<file path="config.mk">
export PLATFORM = sky130hd
export DESIGN_NAME = branch_predictor_dyn
export DESIGN_NICKNAME = d
export VERILOG_FILES = /design/src/rtl/bp_pkg.sv /design/src/rtl/bp_counter_table.sv /design/src/rtl/branch_predictor_dyn.sv
export SDC_FILE = /design/constraint.sdc
export NUM_CORES = 1
export LEC_CHECK = 0
export CAP_MARGIN = 30
export CORE_MARGIN = 2
export CORE_UTILIZATION = 30
export DETAILED_ROUTE_END_ITERATION = 10
export PLACE_DENSITY_LB_ADDON = 0.2
export SLEW_MARGIN = 40
export SYNTH_ARGS = -nofsm -noshare
export SYNTH_HDL_FRONTEND = slang
export SYNTH_SLANG_ARGS = --single-unit
</file>
<file path="constraint.sdc">
create_clock -name clk -period 11.7 [get_ports clk]
set_input_delay 1.17 -clock clk [delete_from_list [all_inputs] [get_ports clk]]
set_output_delay 1.17 -clock clk [all_outputs]
set_load 0.05 [all_outputs]
</file>
<file path="src/rtl/bp_pkg.sv">
// Shared decode constants, counter encoding and immediate helpers for the
// dynamic fetch-stage branch predictor.
package bp_pkg;

  localparam logic [4:0] OPC_JAL    = 5'b11011;
  localparam logic [4:0] OPC_BRANCH = 5'b11000;

  localparam int unsigned BP_STATIC  = 0;
  localparam int unsigned BP_BIMODAL = 1;
  localparam int unsigned BP_GSHARE  = 2;

  typedef enum logic [1:0] {
    SNT = 2'b00,
    WNT = 2'b01,
    WT  = 2'b10,
    ST  = 2'b11
  } ctr_t;

  // Immediates are produced at instruction width; the top sign-extends to XLEN.
  function automatic logic [31:0] imm_j(input logic [31:0] instr);
    return {{12{instr[31]}}, instr[19:12], instr[20], instr[30:21], 1'b0};
  endfunction

  function automatic logic [31:0] imm_b(input logic [31:0] instr);
    return {{20{instr[31]}}, instr[7], instr[30:25], instr[11:8], 1'b0};
  endfunction

endpackage

</file>
<file path="src/rtl/bp_counter_table.sv">
// Pattern table of 2-bit saturating counters: one combinational read port and
// one synchronous update port, asynchronously reset to weakly-not-taken.
module bp_counter_table
  import bp_pkg::*;
#(
  parameter int unsigned IdxW = 6
) (
  input  logic            clk_i,
  input  logic            rst_i,
  input  logic            en_i,
  input  logic [IdxW-1:0] rd_idx_i,
  output ctr_t            rd_ctr_o,
  input  logic            upd_valid_i,
  input  logic [IdxW-1:0] upd_idx_i,
  input  logic            upd_taken_i
);

  localparam int unsigned Entries = 1 << IdxW;

  ctr_t tbl_q [Entries];
  ctr_t upd_old;
  ctr_t upd_new;

  // Read returns the registered value, so a same-cycle update is not bypassed.
  assign rd_ctr_o = tbl_q[rd_idx_i];
  assign upd_old  = tbl_q[upd_idx_i];

  always_comb begin
    upd_new = upd_old;
    unique case (upd_old)
      SNT:     upd_new = upd_taken_i ? WNT : SNT;
      WNT:     upd_new = upd_taken_i ? WT  : SNT;
      WT:      upd_new = upd_taken_i ? ST  : WNT;
      ST:      upd_new = upd_taken_i ? ST  : WT;
      default: upd_new = upd_old;
    endcase
  end

  always_ff @(posedge clk_i or posedge rst_i) begin
    if (rst_i) begin
      for (int i = 0; i < Entries; i++) begin
        tbl_q[i] <= WNT;
      end
    end else if (en_i && upd_valid_i) begin
      tbl_q[upd_idx_i] <= upd_new;
    end
  end

endmodule

</file>
<file path="src/rtl/branch_predictor_dyn.sv">
// Fetch-stage branch predictor: decodes JAL/branches, predicts with a static,
// bimodal or gshare policy and learns from branches resolved in execute.
module branch_predictor_dyn
  import bp_pkg::*;
#(
  parameter int unsigned XLEN      = 32,
  parameter int unsigned PRED_MODE = 1,
  parameter int unsigned BHT_IDX_W = 6,
  parameter int unsigned GHR_W     = 6
) (
  input  logic                 clk,
  input  logic                 reset,
  input  logic [XLEN-1:0]      i_instr,
  input  logic [XLEN-1:0]      pc,
  output logic [XLEN-1:0]      branch_pc,
  output logic                 branch_taken,
  output logic [BHT_IDX_W-1:0] pred_idx,
  input  logic                 upd_valid,
  input  logic [BHT_IDX_W-1:0] upd_idx,
  input  logic                 upd_taken,
  input  logic                 upd_mispred,
  output logic [31:0]          o_br_count,
  output logic [31:0]          o_miss_count
);

  localparam bit TableEn = (PRED_MODE != BP_STATIC);
  localparam bit UseGhr  = (PRED_MODE == BP_GSHARE);

  logic [GHR_W-1:0]     ghr_q, ghr_d;
  logic [BHT_IDX_W-1:0] pc_idx, lookup_idx;
  ctr_t                 rd_ctr;
  logic                 is_jal, is_br;
  logic signed [31:0]   imm_j_s, imm_b_s;
  logic [XLEN-1:0]      tgt_j, tgt_b;
  logic [31:0]          br_cnt_q, br_cnt_d;
  logic [31:0]          miss_cnt_q, miss_cnt_d;
  logic                 unused_ok;

  assign pc_idx     = pc[BHT_IDX_W+1:2];
  assign lookup_idx = UseGhr ? (pc_idx ^ BHT_IDX_W'(ghr_q)) : pc_idx;

  if (GHR_W > 1) begin : g_ghr_shift
    assign ghr_d = {ghr_q[GHR_W-2:0], upd_taken};
  end else begin : g_ghr_bit
    assign ghr_d = upd_taken;
  end

  // History only advances on resolved branches, never speculatively at fetch.
  always_ff @(posedge clk or posedge reset) begin
    if (reset) begin
      ghr_q <= '0;
    end else if (UseGhr && upd_valid) begin
      ghr_q <= ghr_d;
    end
  end

  bp_counter_table #(
    .IdxW (BHT_IDX_W)
  ) u_table (
    .clk_i       (clk),
    .rst_i       (reset),
    .en_i        (TableEn),
    .rd_idx_i    (lookup_idx),
    .rd_ctr_o    (rd_ctr),
    .upd_valid_i (upd_valid),
    .upd_idx_i   (upd_idx),
    .upd_taken_i (upd_taken)
  );

  assign is_jal  = (i_instr[6:2] == OPC_JAL);
  assign is_br   = (i_instr[6:2] == OPC_BRANCH);
  assign imm_j_s = signed'(imm_j(i_instr[31:0]));
  assign imm_b_s = signed'(imm_b(i_instr[31:0]));
  assign tgt_j   = pc + XLEN'(imm_j_s);
  assign tgt_b   = pc + XLEN'(imm_b_s);

  always_comb begin
    branch_taken = 1'b0;
    branch_pc    = '0;
    pred_idx     = lookup_idx;
    if (reset) begin
      pred_idx = '0;
    end else if (is_jal) begin
      branch_taken = 1'b1;
      branch_pc    = tgt_j;
    end else if (is_br && (!TableEn || rd_ctr[1])) begin
      branch_taken = 1'b1;
      branch_pc    = tgt_b;
    end
  end

  always_comb begin
    br_cnt_d   = br_cnt_q;
    miss_cnt_d = miss_cnt_q;
    if (upd_valid) begin
      br_cnt_d = br_cnt_q + 32'd1;
      if (upd_mispred) begin
        miss_cnt_d = miss_cnt_q + 32'd1;
      end
    end
  end

  always_ff @(posedge clk or posedge reset) begin
    if (reset) begin
      br_cnt_q   <= '0;
      miss_cnt_q <= '0;
    end else begin
      br_cnt_q   <= br_cnt_d;
      miss_cnt_q <= miss_cnt_d;
    end
  end

  assign o_br_count   = br_cnt_q;
  assign o_miss_count = miss_cnt_q;

  assign unused_ok = ^{i_instr[1:0], rd_ctr[0]};

endmodule

</file>
**Yosys cells after proc, flatten, opt, wreduce, memory -nomap -nowiden**

Cells that the tools add are included.

- Flip-flop bits (word level): 192
- Bits in latches: 0
- Memory bits (writable): 0
- Bits in read-only memories: 0
- Input bits: 75
- Output and inout bits: 103
- Word-level logic and storage cells: 105
- Memories: 0

- Add/sub/neg operators: 4
- Multipliers: 0
- Divide/modulo/power cells: 0
- $lt $le $gt $ge: 3
- Equality and inequality tests: 5
- Shift operators: 0
- Multiplexer cells: 21
- Bitwise operators: 2
- Reductions and logical operators: 4

Operators with widths:

| operator | count |
|---|---|
| 128-bit bitwise mux | 1 |
| 32-bit 2-to-1 mux | 3 |
| 32-bit by 1-bit adder with 32-bit output (second input constant) | 2 |
| 32-bit adder | 2 |
| 2-bit binary-select mux with 6-bit select | 2 |
| 7-bit greater-or-equal comparator (second input constant) | 2 |
| 2-bit 2-to-1 mux | 7 |
| 6-bit NOT with 7-bit output | 2 |
| 2-bit demux with 6-bit select | 1 |
| 5-bit == test (second input constant) | 2 |
| 2-bit case mux with 4 select lines | 1 |
| 7-bit by 1-bit less-than comparator with 1-bit output (second input constant) | 1 |
| 6-bit 2-to-1 mux | 1 |
| 1-bit 2-to-1 mux | 5 |
| 2-bit == test (second input constant) | 2 |
| 2-bit by 1-bit == test with 1-bit output (second input constant) | 1 |
| 1-bit logical AND | 2 |
| 2-bit logical NOT | 1 |
| 2-bit AND reduction | 1 |

**Logic depth before layout (Yosys ltp)**

Gate-level depths: netlist (run 1).

- Word-level depth: 8
- Gate-level depth with buffers: 11
- Gate-level depth less buffers: 10

**By module**

Synthesis (run 1) repeated with hierarchy kept, for this count alone.

- Cells, all modules: 1,437
- Area total of the unflattened synthesis: 13,464.2 um2

By module, submodules not included:

| module | instances | cells each | area an instance (um2) | sequential area each (um2) |
|---|---|---|---|---|
| bp_counter_table | 1 | 746 | 7,747.4 | 3,283.1 |
| branch_predictor_dyn | 1 | 691 | 5,716.7 | 1,601.5 |

**Least setup slack after synthesis (run 1)**

Ideal clock, no wire load.

- Path type: input -> output
- From: input port i_instr[29]
- To: output port branch_pc[28]
- Data arrival time: 4.273 ns
- Data required time: 10.530 ns
- Setup slack: 6.257 ns
- Stages on the path: 10
- Path buffers: 1
- Cells stage by stage: ha_1 > clkbuf_1 > nand4_1 > nor2_1 > a2111oi_1 > nor4b_1 > o32ai_1 > a2111oi_0 > nor3_1 > nor3b_1

- Word-level cells in the longest chain between the ends: 4
- Elaborated cells between the ends (all ways): 5
- Those cells by class: 2 x add/sub; 3 x mux

RTL lines:

| what | line | RTL |
|---|---|---|
| start, declared | branch_predictor_dyn.sv:13 | `input logic [XLEN-1:0] i_instr,` |
| 32-bit adder | branch_predictor_dyn.sv:75 | `assign tgt_b = pc + XLEN'(imm_b_s);` |
| 32-bit 2-to-1 mux | branch_predictor_dyn.sv:86 | `end else if (is_br && (!TableEn \|\| rd_ctr[1])) begin` |
| 32-bit 2-to-1 mux * | branch_predictor_dyn.sv:83 | `end else if (is_jal) begin` |
| 32-bit 2-to-1 mux * | branch_predictor_dyn.sv:81 | `if (reset) begin` |
| end, declared | branch_predictor_dyn.sv:15 | `output logic [XLEN-1:0] branch_pc,` |

Every way passes the cells marked *; elsewhere a longest branch is shown, timed or not.

**Worst setup path in the final report (run 1)**

- From: input port pc[2]
- To: output port branch_pc[30]

- Word-level cells in the longest chain between the ends: 8
- Elaborated cells between the ends (all ways): 10
- Those cells by class: 2 x add/sub; 6 x mux; 1 x bitwise; 1 x reduce/logical

RTL lines:

| what | line | RTL |
|---|---|---|
| start, declared | branch_predictor_dyn.sv:14 | `input logic [XLEN-1:0] pc,` |
| 6-bit NOT with 7-bit output (not written as such) | bp_counter_table.sv:25 | `assign rd_ctr_o = tbl_q[rd_idx_i];` |
| 2-bit binary-select mux with 6-bit select | bp_counter_table.sv:25 |  |
| 2-bit 2-to-1 mux (not written as such) (2 in series) | bp_counter_table.sv:25 |  |
| 1-bit logical AND | branch_predictor_dyn.sv:86 |  |
| 32-bit 2-to-1 mux | branch_predictor_dyn.sv:86 |  |
| 32-bit 2-to-1 mux * | branch_predictor_dyn.sv:83 |  |
| 32-bit 2-to-1 mux * | branch_predictor_dyn.sv:81 |  |

Every way passes the cells marked *; elsewhere a longest branch is shown, timed or not. The select of a mux whose other input is x is not followed.

==> impl_metrics.json, run 1 <==
{
  "worstPathCellList": "clkdlybuf4s50_1 -> buf_4 -> ha_1 -> a211oi_1 -> o21ai_0 -> a2111oi_1 -> nor3_1 -> o221ai_1 -> a22oi_1 -> a31oi_1 -> mux2i_1 -> clkdlybuf4s50_1",
  "setup_violations": 0,
  "hold_path_depth": 1,
  "async_flop_share_pct": 100,
  "synthesis.area_um2": 12300,
  "yosys.area.top_type": "dfrtp_1",
  "syn-num-nets": 1397,
  "r2r_cells": 8,
  "worstMarginPinSlew_ns": 0.862,
  "die-area_um2": 42600,
  "htreeDepth": 4,
  "synth_area_leaders": "dfrtp_1, dfstp_2, mux4_2",
  "hold_viol_final": 0,
  "fillCellCount": 4094,
  "required_ns": 10.53,
  "ios": 178,
  "core_area_um2": 40600,
  "cts_hold_buf": 0,
  "gp_congestion": 0.852,
  "fin_skew_ns": 0.0208,
  "multi_input_area_um2": 7070,
  "fin_nets": 1543,
  "arrival_ns": 5.76,
  "end_kind": "primary output",
  "powerDensity_nw_per_um2": 135,
  "root_buffer": "clkbuf_16",
  "drtIter0Drc": 599,
  "rsz0062_at_grt": "no",
  "wl_per_cell_um": 17.8,
  "drt_wl_total_um": 34900,
  "clkPwrFrac_pct": 29.4,
  "peakVddDrop_v": 0.000165,
  "drtPass1Iterations": 6,
  "r2r_setup_slack_ns": 8.44,
  "power_mw": 2.04,
  "grt_pass1_wl_um": 55700,
  "drv_slew": 0,
  "ys_seq_elements": 192,
  "drv_cap": 0,
  "period_needed_ns": 6.93,
  "final_util_pct": 37.2,
  "synth.distinct_cells": 67,
  "timing.rr.start": "u_table.tbl_q[80]",
  "seqPwrFrac_pct": 42.3,
  "place_hpwl_um": 24500,
  "gr-usage-all-layers_pct": 16.6,
  "clk_latency_ns": 0.45,
  "timing.final.crit_share_pct": 59.2,
  "cts_resized": 0,
  "rr_endpoint": "u_table.tbl_q[63]",
  "switching_share_pct": 32.7,
  "final_antenna_net_count": 0,
  "internal-power_mw": 1.37,
  "p_switching_mw": 0.669,
  "min_from": "o_br_count[31]",
  "start_util_pct": 30.2,
  "worstSetupPathType": "in -> out",
  "instances_no_fill": 1966,
  "min_to": "o_br_count[31]",
  "synth-warning-count": 0,
  "die_y_um": 206,
  "crit_fanout": 21,
  "tritoncts": "built",
  "path_clk_slew_ns": 0.07,
  "relSlewSlack_pct": 42.1,
  "die_x_um": 206,
  "fmax_mhz": 144,
  "critical_path.max_stage_delay_ns": 0.84,
  "cts_made_buffers": 17,
  "hp-class": "reg -> reg",
  "regArea_um2": 4880,
  "synth.top_cell.area_share_pct": 26.1,
  "synthToLayoutAreaGrowth_pct": 23.0,
  "vias": 10145,
  "tns_ns": 0,
  "synth_enable_flop_cells": 0,
  "portBuffers": 175,
  "clock_sinks": 192,
  "crit_buf_inv": 3,
  "start_kind": "primary input",
  "placed_cells": 1934,
  "clock_path_buffers": 2,
  "antenna_cells": 0,
  "critical-path-top-delay-family": "compound AO/OA/AOI/OAI gates",
  "cp_slowest_cell": "clkdlybuf4s50_1",
  "placementRows": 74,
  "grt_pass1_vias": 10056,
  "seq_area_frac_synth_pct": 39.8,
  "grt_max_degree": 121,
  "status": "complete, no violations",
  "drc_errors": 0,
  "ys.flop_type": "dfrtp_1",
  "grt_overflow": 0,
  "holdWs_ns": 0.477,
  "drive_above_1_share_pct": 15.8,
  "p_leak_nw": 6.17,
  "cp_common_cell": "clkdlybuf4s50_1",
  "vias_per_cell": 5.16,
  "cts_setup_buffers": 0,
  "syn-instance-count": 1275,
  "syn_avg_cell_area_um2": 9.63,
  "combinationalPowerShare_pct": 28.3,
  "antenna_found_initial": 0
}
==> worst register-to-register path: cells and delay by family, from the launching register on <==
| kind | cells | cell delay, ns |
|---|---|---|
| adder cells (fa/ha/maj) | 1 | 0.75 |
| flip-flops | 1 | 0.37 |
| buffers and inverters | 1 | 0.49 |
| AO/OA/AOI/OAI | 3 | 0.51 |
| AND/OR/NAND/NOR | 1 | 0.32 |
| multiplexers | 2 | 0.71 |
==> final cells by class <==
class | instances | share of cell area [%]
Clock buffer | 24 | 3.26
Timing Repair Buffer | 184 | 12.0
Clock inverter | 8 | 0.688
Inverter | 19 | 0.555
Sequential cell | 192 | 32.3
Multi-Input combinational cell | 1007 | 46.8
Tap cell | 532 | 4.41
==> cells in the final DEF, fill, tap and decap left out, drive strengths merged, types with 16 or more instances in the layout <==
cell type        n
clkdlybuf4s50  172
mux4            36
dfstp           64
nor2           164
nand2          137
xnor2           61
nor3            28
a21oi           99
nand4           24
nor2b           16
o21ai           58
inv             21
nand3           39
clkbuf          24
a21o            28
mux2i           20
xor2            31
ha              45
mux2            75
dfrtp          128
==> metrics by stage <==
step / worst slack (ns) / area [um^2]
6_report: 4.77 / 15100
3_3_place_gp: 4.79 / 14500
5_1_grt: 4.43 / 15100
3_5_place_dp: 4.75 / 14500
2_1_floorplan: 5.22 / 12300
4_1_cts: 4.73 / 15100
==> cell usage after synthesis (23+ instances only) <==
| library cell | count |
|---|---|
| nand3_1 | 39 |
| nor2_1 | 164 |
| ha_1 | 45 |
| a21o_1 | 28 |
| nand4_1 | 24 |
| mux4_2 | 36 |
| o21ai_1 | 23 |
| nor3_1 | 28 |
| a21oi_1 | 99 |
| mux2_2 | 70 |
| nand2_1 | 137 |
| dfstp_2 | 64 |
| buf_2 | 26 |
| o21ai_0 | 35 |
| xnor2_1 | 61 |
| xor2_1 | 31 |
| dfrtp_1 | 128 |
| clkbuf_1 | 24 |
==> power by group through the flow <==
stage | combinational [mW] | sequential (mW) | clock (mW)
after floorplan | 0.345 | 0.925 | 0
after global placement | 0.573 | 0.872 | 0
after detailed placement | 0.579 | 0.873 | 0
after CTS | 0.581 | 0.863 | 0.614
after global routing | 0.633 | 0.879 | 0.646
final | 0.578 | 0.864 | 0.601
==> logic make-up (layout without fill, tap and decap cells) <==
logic type | Yosys count | after routing | synth area share [%]
and+or+nand+nor | 467 | 467 | 17.4
buffers and inverters | 76 | 235 | 2.77
muxes | 131 | 131 | 15.1
DFF | 192 | 192 | 39.8
AOI/OAI and AO/OA | 268 | 268 | 13.4
adders and majority gates | 49 | 49 | 5.08
xor gates and xnor gates | 92 | 92 | 6.56
==> metal layers <==
layer | vias up | wire (um) | track usage (%)
li1 | 4890 | - | -
met1 | 4918 | 16900 | 23.6
met2 | 306 | 15700 | 26.3
met3 | 31 | 1900 | 2.93
met4 | 0 | 423 | 3.67
met5 | - | 0 | 0
==> worst max-delay path by stage <==
stage | startpoint | end | slack [ns] | cells after the start
floorplan | reset | o_br_count[0] | 5.22 | 2
finish | pc[2] | branch_pc[30] | 4.77 | 12
CTS | pc[2] | branch_pc[30] | 4.73 | 12
detailed placement | pc[2] | branch_pc[30] | 4.75 | 12
global placement | pc[4] | branch_pc[28] | 4.79 | 11
global route | pc[2] | branch_pc[30] | 4.43 | 12
==> registers in the layout, indices dropped and copies added (netlist names) <==
register and flops:
u_table.tbl_q 128, o_br_count 32, o_miss_count 32
No activity file was read; power rests on OpenSTA's default activity.
==> inputs of run 2 (changes only) <==
==> constraint.sdc (replaced) <==
create_clock -name clk -period 6.7 [get_ports clk]
set_input_delay 0.67 -clock clk [delete_from_list [all_inputs] [get_ports clk]]
set_output_delay 0.67 -clock clk [all_outputs]
set_load 0.05 [all_outputs]
==> impl_metrics.json, run 2 (synthesis results as in run 1) <==
{
  "most-common-layout-cells": "clkdlybuf4s50_1, nor2_1, nand2_1",
  "root_buffer": "clkbuf_16",
  "tritoncts": "built",
  "drv_cap": 0,
  "grt_overflow": 0,
  "final_common_cell": "clkdlybuf4s50_1",
  "place_hpwl_um": 25200,
  "cts_hold_buf": 0,
  "final_util_pct": 37.3,
  "worstMarginPinSlew_ns": 0.790,
  "start_util_pct": 30.2,
  "hp-class": "reg -> reg",
  "start_kind": "primary input",
  "regMostFlops": "u_table.tbl_q",
  "ios": 178,
  "vias": 10152,
  "largest_reg_flops": 128,
  "grt_pass1_vias": 9740,
  "instances_no_fill": 1973,
  "core_area_um2": 40600,
  "p_leak_nw": 6.20,
  "drt_wl_total_um": 35100,
  "fmax_mhz": 182,
  "grt_max_degree": 89,
  "cts_made_buffers": 17,
  "grt_pass1_wl_um": 55200,
  "fin_skew_ns": 0.0122,
  "final_antenna_net_count": 0,
  "clock_path_buffers": 2,
  "die_y_um": 206,
  "wl_per_cell_um": 17.8,
  "tns_ns": 0,
  "met3_wirelength_um": 1990,
  "clk_latency_ns": 0.44,
  "antenna_found_initial": 0,
  "htreeDepth": 4,
  "end_kind": "primary output",
  "drv_slew": 0,
  "drtPass1Iterations": 5,
  "status": "complete, no violations",
  "cts_setup_buffers": 0,
  "gr-usage-all-layers_pct": 16.5,
  "holdWs_ns": 0.477,
  "setup_violations": 0,
  "timing.final.crit_share_pct": 82.1,
  "antenna_cells": 0,
  "die_x_um": 206,
  "die-area_um2": 42600,
  "portBuffers": 175,
  "hold_viol_final": 0,
  "path_clk_slew_ns": 0.07,
  "dr_wl_met2_um": 15700,
  "vias_per_cell": 5.15,
  "power_mw": 3.58,
  "powerDensity_nw_per_um2": 236,
  "drtIter0Drc": 521,
  "worstSetupPathType": "in -> out",
  "clock_sinks": 192,
  "drc_errors": 0,
  "fin_nets": 1550,
  "placed_cells": 1941,
  "rsz0062_at_grt": "no",
  "drive_above_1_share_pct": 16.6,
  "gp_congestion": 0.854,
  "relSlewSlack_pct": 47.1,
  "crit_fanout": 21,
  "period_needed_ns": 5.50,
  "arrival_ns": 4.83,
  "synthToLayoutAreaGrowth_pct": 23.5,
  "required_ns": 6.03,
  "cts_resized": 0,
  "placementRows": 74,
  "peakVddDrop_v": 0.000332,
  "top_layer": "met4",
  "wl_met1_um": 16900
}
==> run 2: power breakdown <==
group / internal, mW / switching, mW
sequential: 1.37 / 0.136
combinational: 0.439 / 0.579
clock: 0.564 / 0.492
==> run 2: per-layer routing <==
| layer | track usage (%) | vias up |
|---|---|---|
| met5 | 0 | - |
| met2 | 25.4 | 300 |
| met3 | 2.79 | 29 |
| li1 | - | 4917 |
| met4 | 4.08 | 0 |
| met1 | 24.0 | 4906 |
==> run 2: layout make-up <==
class,count,area (um^2)
fillers,4085,25500
multi-input cells,1007,7070
flip-flops and latches,192,4880
repair buffers,191,1880
well taps,532,666
clock buffers,17,425
clock inverters,15,175
inverters,19,78.8
==> run 2: worst max-delay path, cell delays in order <==
cell             delay [ns]
clkdlybuf4s50_1        0.46
buf_4                  0.39
ha_1                   0.33
a211oi_1               0.29
o21ai_0                0.21
a2111oi_1              0.43
buf_4                  0.20
nor3_1                 0.07
o221ai_1               0.25
a22oi_1                0.21
a21oi_1                0.21
mux2i_1                0.25
clkdlybuf4s50_1        0.83
==> run 2: final timing paths <==
| kind | start | endpoint | cells after the start | slack, ns |
|---|---|---|---|---|
| worst max register to register | u_table.tbl_q[2] | u_table.tbl_q[39] | 8 | 3.76 |
| max in group asynchronous | reset | o_miss_count[13] | 3 | 4.58 |
| worst min-delay path | o_br_count[31] | o_br_count[31] | 1 | 0.48 |
| worst min register to register | o_br_count[31] | o_br_count[31] | 1 | 0.48 |
| worst max-delay path | pc[2] | branch_pc[26] | 13 | 1.20 |
| min in group asynchronous | reset | u_table.tbl_q[125] | 2 | 1.06 |
==> run 2: metrics by stage <==
stage / worst slack [ns] / cell area [um^2]
finish: 1.20 / 15200
global placement: 1.19 / 14500
global route: 0.991 / 15200
floorplan: 0.718 / 12300
detailed placement: 1.17 / 14600
CTS: 1.16 / 15200
==> inputs of run 3 (changes only) <==
==> constraint.sdc (replaced) <==
create_clock -name clk -period 5.7 [get_ports clk]
set_input_delay 0.57 -clock clk [delete_from_list [all_inputs] [get_ports clk]]
set_output_delay 0.57 -clock clk [all_outputs]
set_load 0.05 [all_outputs]
==> impl_metrics.json, run 3 (synthesis results as in run 1) <==
{
  "arrival_ns": 4.17,
  "seqPwrFrac_pct": 42.2,
  "rsz0062_at_grt": "no",
  "end_kind": "primary output",
  "period_needed_ns": 4.74,
  "drtIter0Drc": 605,
  "instances_no_fill": 1975,
  "switching_share_pct": 33.4,
  "grt_overflow": 0,
  "most-common-layout-cells": "nor2_1, clkdlybuf4s50_1, nand2_1",
  "setup_violations": 0,
  "p_switching_mw": 1.40,
  "placementRows": 74,
  "cts_hold_buf": 0,
  "tns_ns": 0,
  "wl_per_cell_um": 17.6,
  "relSlewSlack_pct": 48.8,
  "status": "complete, no violations",
  "cp_slowest_cell": "clkdlybuf4s50_1",
  "root_buffer": "clkbuf_16",
  "required_ns": 5.13,
  "die-area_um2": 42600,
  "pre_cts_ws_ns": 0.885,
  "combinationalPowerShare_pct": 28.5,
  "final_common_cell": "nor2_1",
  "min_to": "o_miss_count[31]",
  "htreeDepth": 4,
  "die_y_um": 206,
  "stdcell_area_um2": 15300,
  "drv_cap": 0,
  "drtPass1Iterations": 5,
  "worstMarginPinSlew_ns": 0.762,
  "vias_per_cell": 5.17,
  "fin_skew_ns": 0.0101,
  "timing.final.crit_share_pct": 83.1,
  "antenna_found_initial": 0,
  "final_util_pct": 37.6,
  "worstSetupPathType": "in -> out",
  "cts_made_buffers": 17,
  "grt_pass1_wl_um": 56000,
  "crit_fanout": 30,
  "internal-power_mw": 2.80,
  "cts_resized": 0,
  "placed_area_um2": 14700,
  "synthToLayoutAreaGrowth_pct": 24.5,
  "path_clk_slew_ns": 0.07,
  "clk_latency_ns": 0.43,
  "clkPwrFrac_pct": 29.3,
  "drv_slew": 0,
  "grt_pass1_vias": 10267,
  "clock_sinks": 192,
  "gr-usage-all-layers_pct": 16.6,
  "worstPathCellList": "clkdlybuf4s50_1 -> buf_4 -> mux4_2 -> mux4_2 -> mux2i_1 -> o21ai_1 -> nor2_2 -> buf_4 -> or2_2 -> mux2i_1 -> buf_12",
  "critical_path.max_stage_delay_ns": 0.62,
  "placed_cells": 1943,
  "hold_path_depth": 1,
  "start_kind": "primary input",
  "antenna_cells": 0,
  "hold_viol_final": 0,
  "largest_reg_flops": 128,
  "vias": 10214,
  "worst_slack_ns": 0.964,
  "portBuffers": 175,
  "drive_above_1_share_pct": 18.7,
  "min_from": "o_miss_count[31]",
  "regMostFlops": "u_table.tbl_q",
  "gp_congestion": 0.833,
  "die_x_um": 206,
  "final_antenna_net_count": 0,
  "critPathLaunch": "pc[2]",
  "core_area_um2": 40600,
  "timing.rr.start": "u_table.tbl_q[51]",
  "fmax_mhz": 211,
  "rr_endpoint": "u_table.tbl_q[118]",
  "crit_buf_inv": 4,
  "drc_errors": 0,
  "p_leak_nw": 6.32,
  "tritoncts": "built",
  "drt_wl_total_um": 34800,
  "start_util_pct": 30.2,
  "hp-class": "reg -> reg",
  "powerDensity_nw_per_um2": 275,
  "cts_setup_buffers": 0,
  "clock_path_buffers": 2,
  "grt_max_degree": 114,
  "r2r_cells": 9,
  "ios": 178,
  "r2r_setup_slack_ns": 2.58,
  "peakVddDrop_v": 0.000341,
  "place_hpwl_um": 25300,
  "critical-path-top-delay-family": "buffers and inverters",
  "fin_nets": 1552
}
==> run 3: final cells by class <==
type                            instances  area, um^2
Clock buffer                           18         429
Clock inverter                         14         168
Fill cell                            4057       25400
Inverter                               19        75.1
Multi-Input combinational cell       1007        7070
Sequential cell                       192        4880
Tap cell                              532         666
Timing Repair Buffer                  193        2010
==> run 3: how the worst max path moves through the flow <==
stage / end / slack (ns) / cells after the start
6_report: branch_pc[30] / 0.96 / 11
5_1_grt: branch_pc[30] / 0.72 / 12
4_1_cts: branch_pc[30] / 0.88 / 12
3_5_place_dp: branch_pc[30] / 0.89 / 12
3_3_place_gp: branch_pc[30] / 0.93 / 12
2_1_floorplan: branch_pc[28] / 1.46 / 10
==> run 3: metrics by stage <==
| step | power (mW) | hold slack, ns |
|---|---|---|
| final | 4.20 | 0.474 |
| after floorplan | 2.61 | 0.462 |
| after detailed placement | 3.00 | 0.463 |
| after global routing | 4.44 | 0.507 |
| after CTS | 4.24 | 0.483 |
| after global placement | 2.98 | 0.466 |
==> run 3: worst register-to-register path, cell delays in order (launching register included) <==
cell and delay [ns]:
dfrtp_1 0.40, mux4_2 0.47, mux2i_1 0.22, o22ai_1 0.10, nor3_1 0.40, and3_1 0.26, inv_2 0.04, maj3_2 0.46
buf_4 0.36, mux2_2 0.34
==> run 3: power groups by stage <==
stage / combinational [mW] / sequential, mW / clock (mW)
global placement: 1.19 / 1.79 / 0
finish: 1.20 / 1.77 / 1.23
floorplan: 0.708 / 1.90 / 0
global route: 1.31 / 1.80 / 1.32
CTS: 1.21 / 1.77 / 1.26
detailed placement: 1.20 / 1.79 / 0
==> run 3: routing by layer <==
metal,global-route usage [%],vias up,wire [um]
met2,26.8,283,15900
li1,-,4916,-
met4,3.85,0,567
met1,22.9,4975,16300
met3,3.34,40,1990
met5,0,-,0
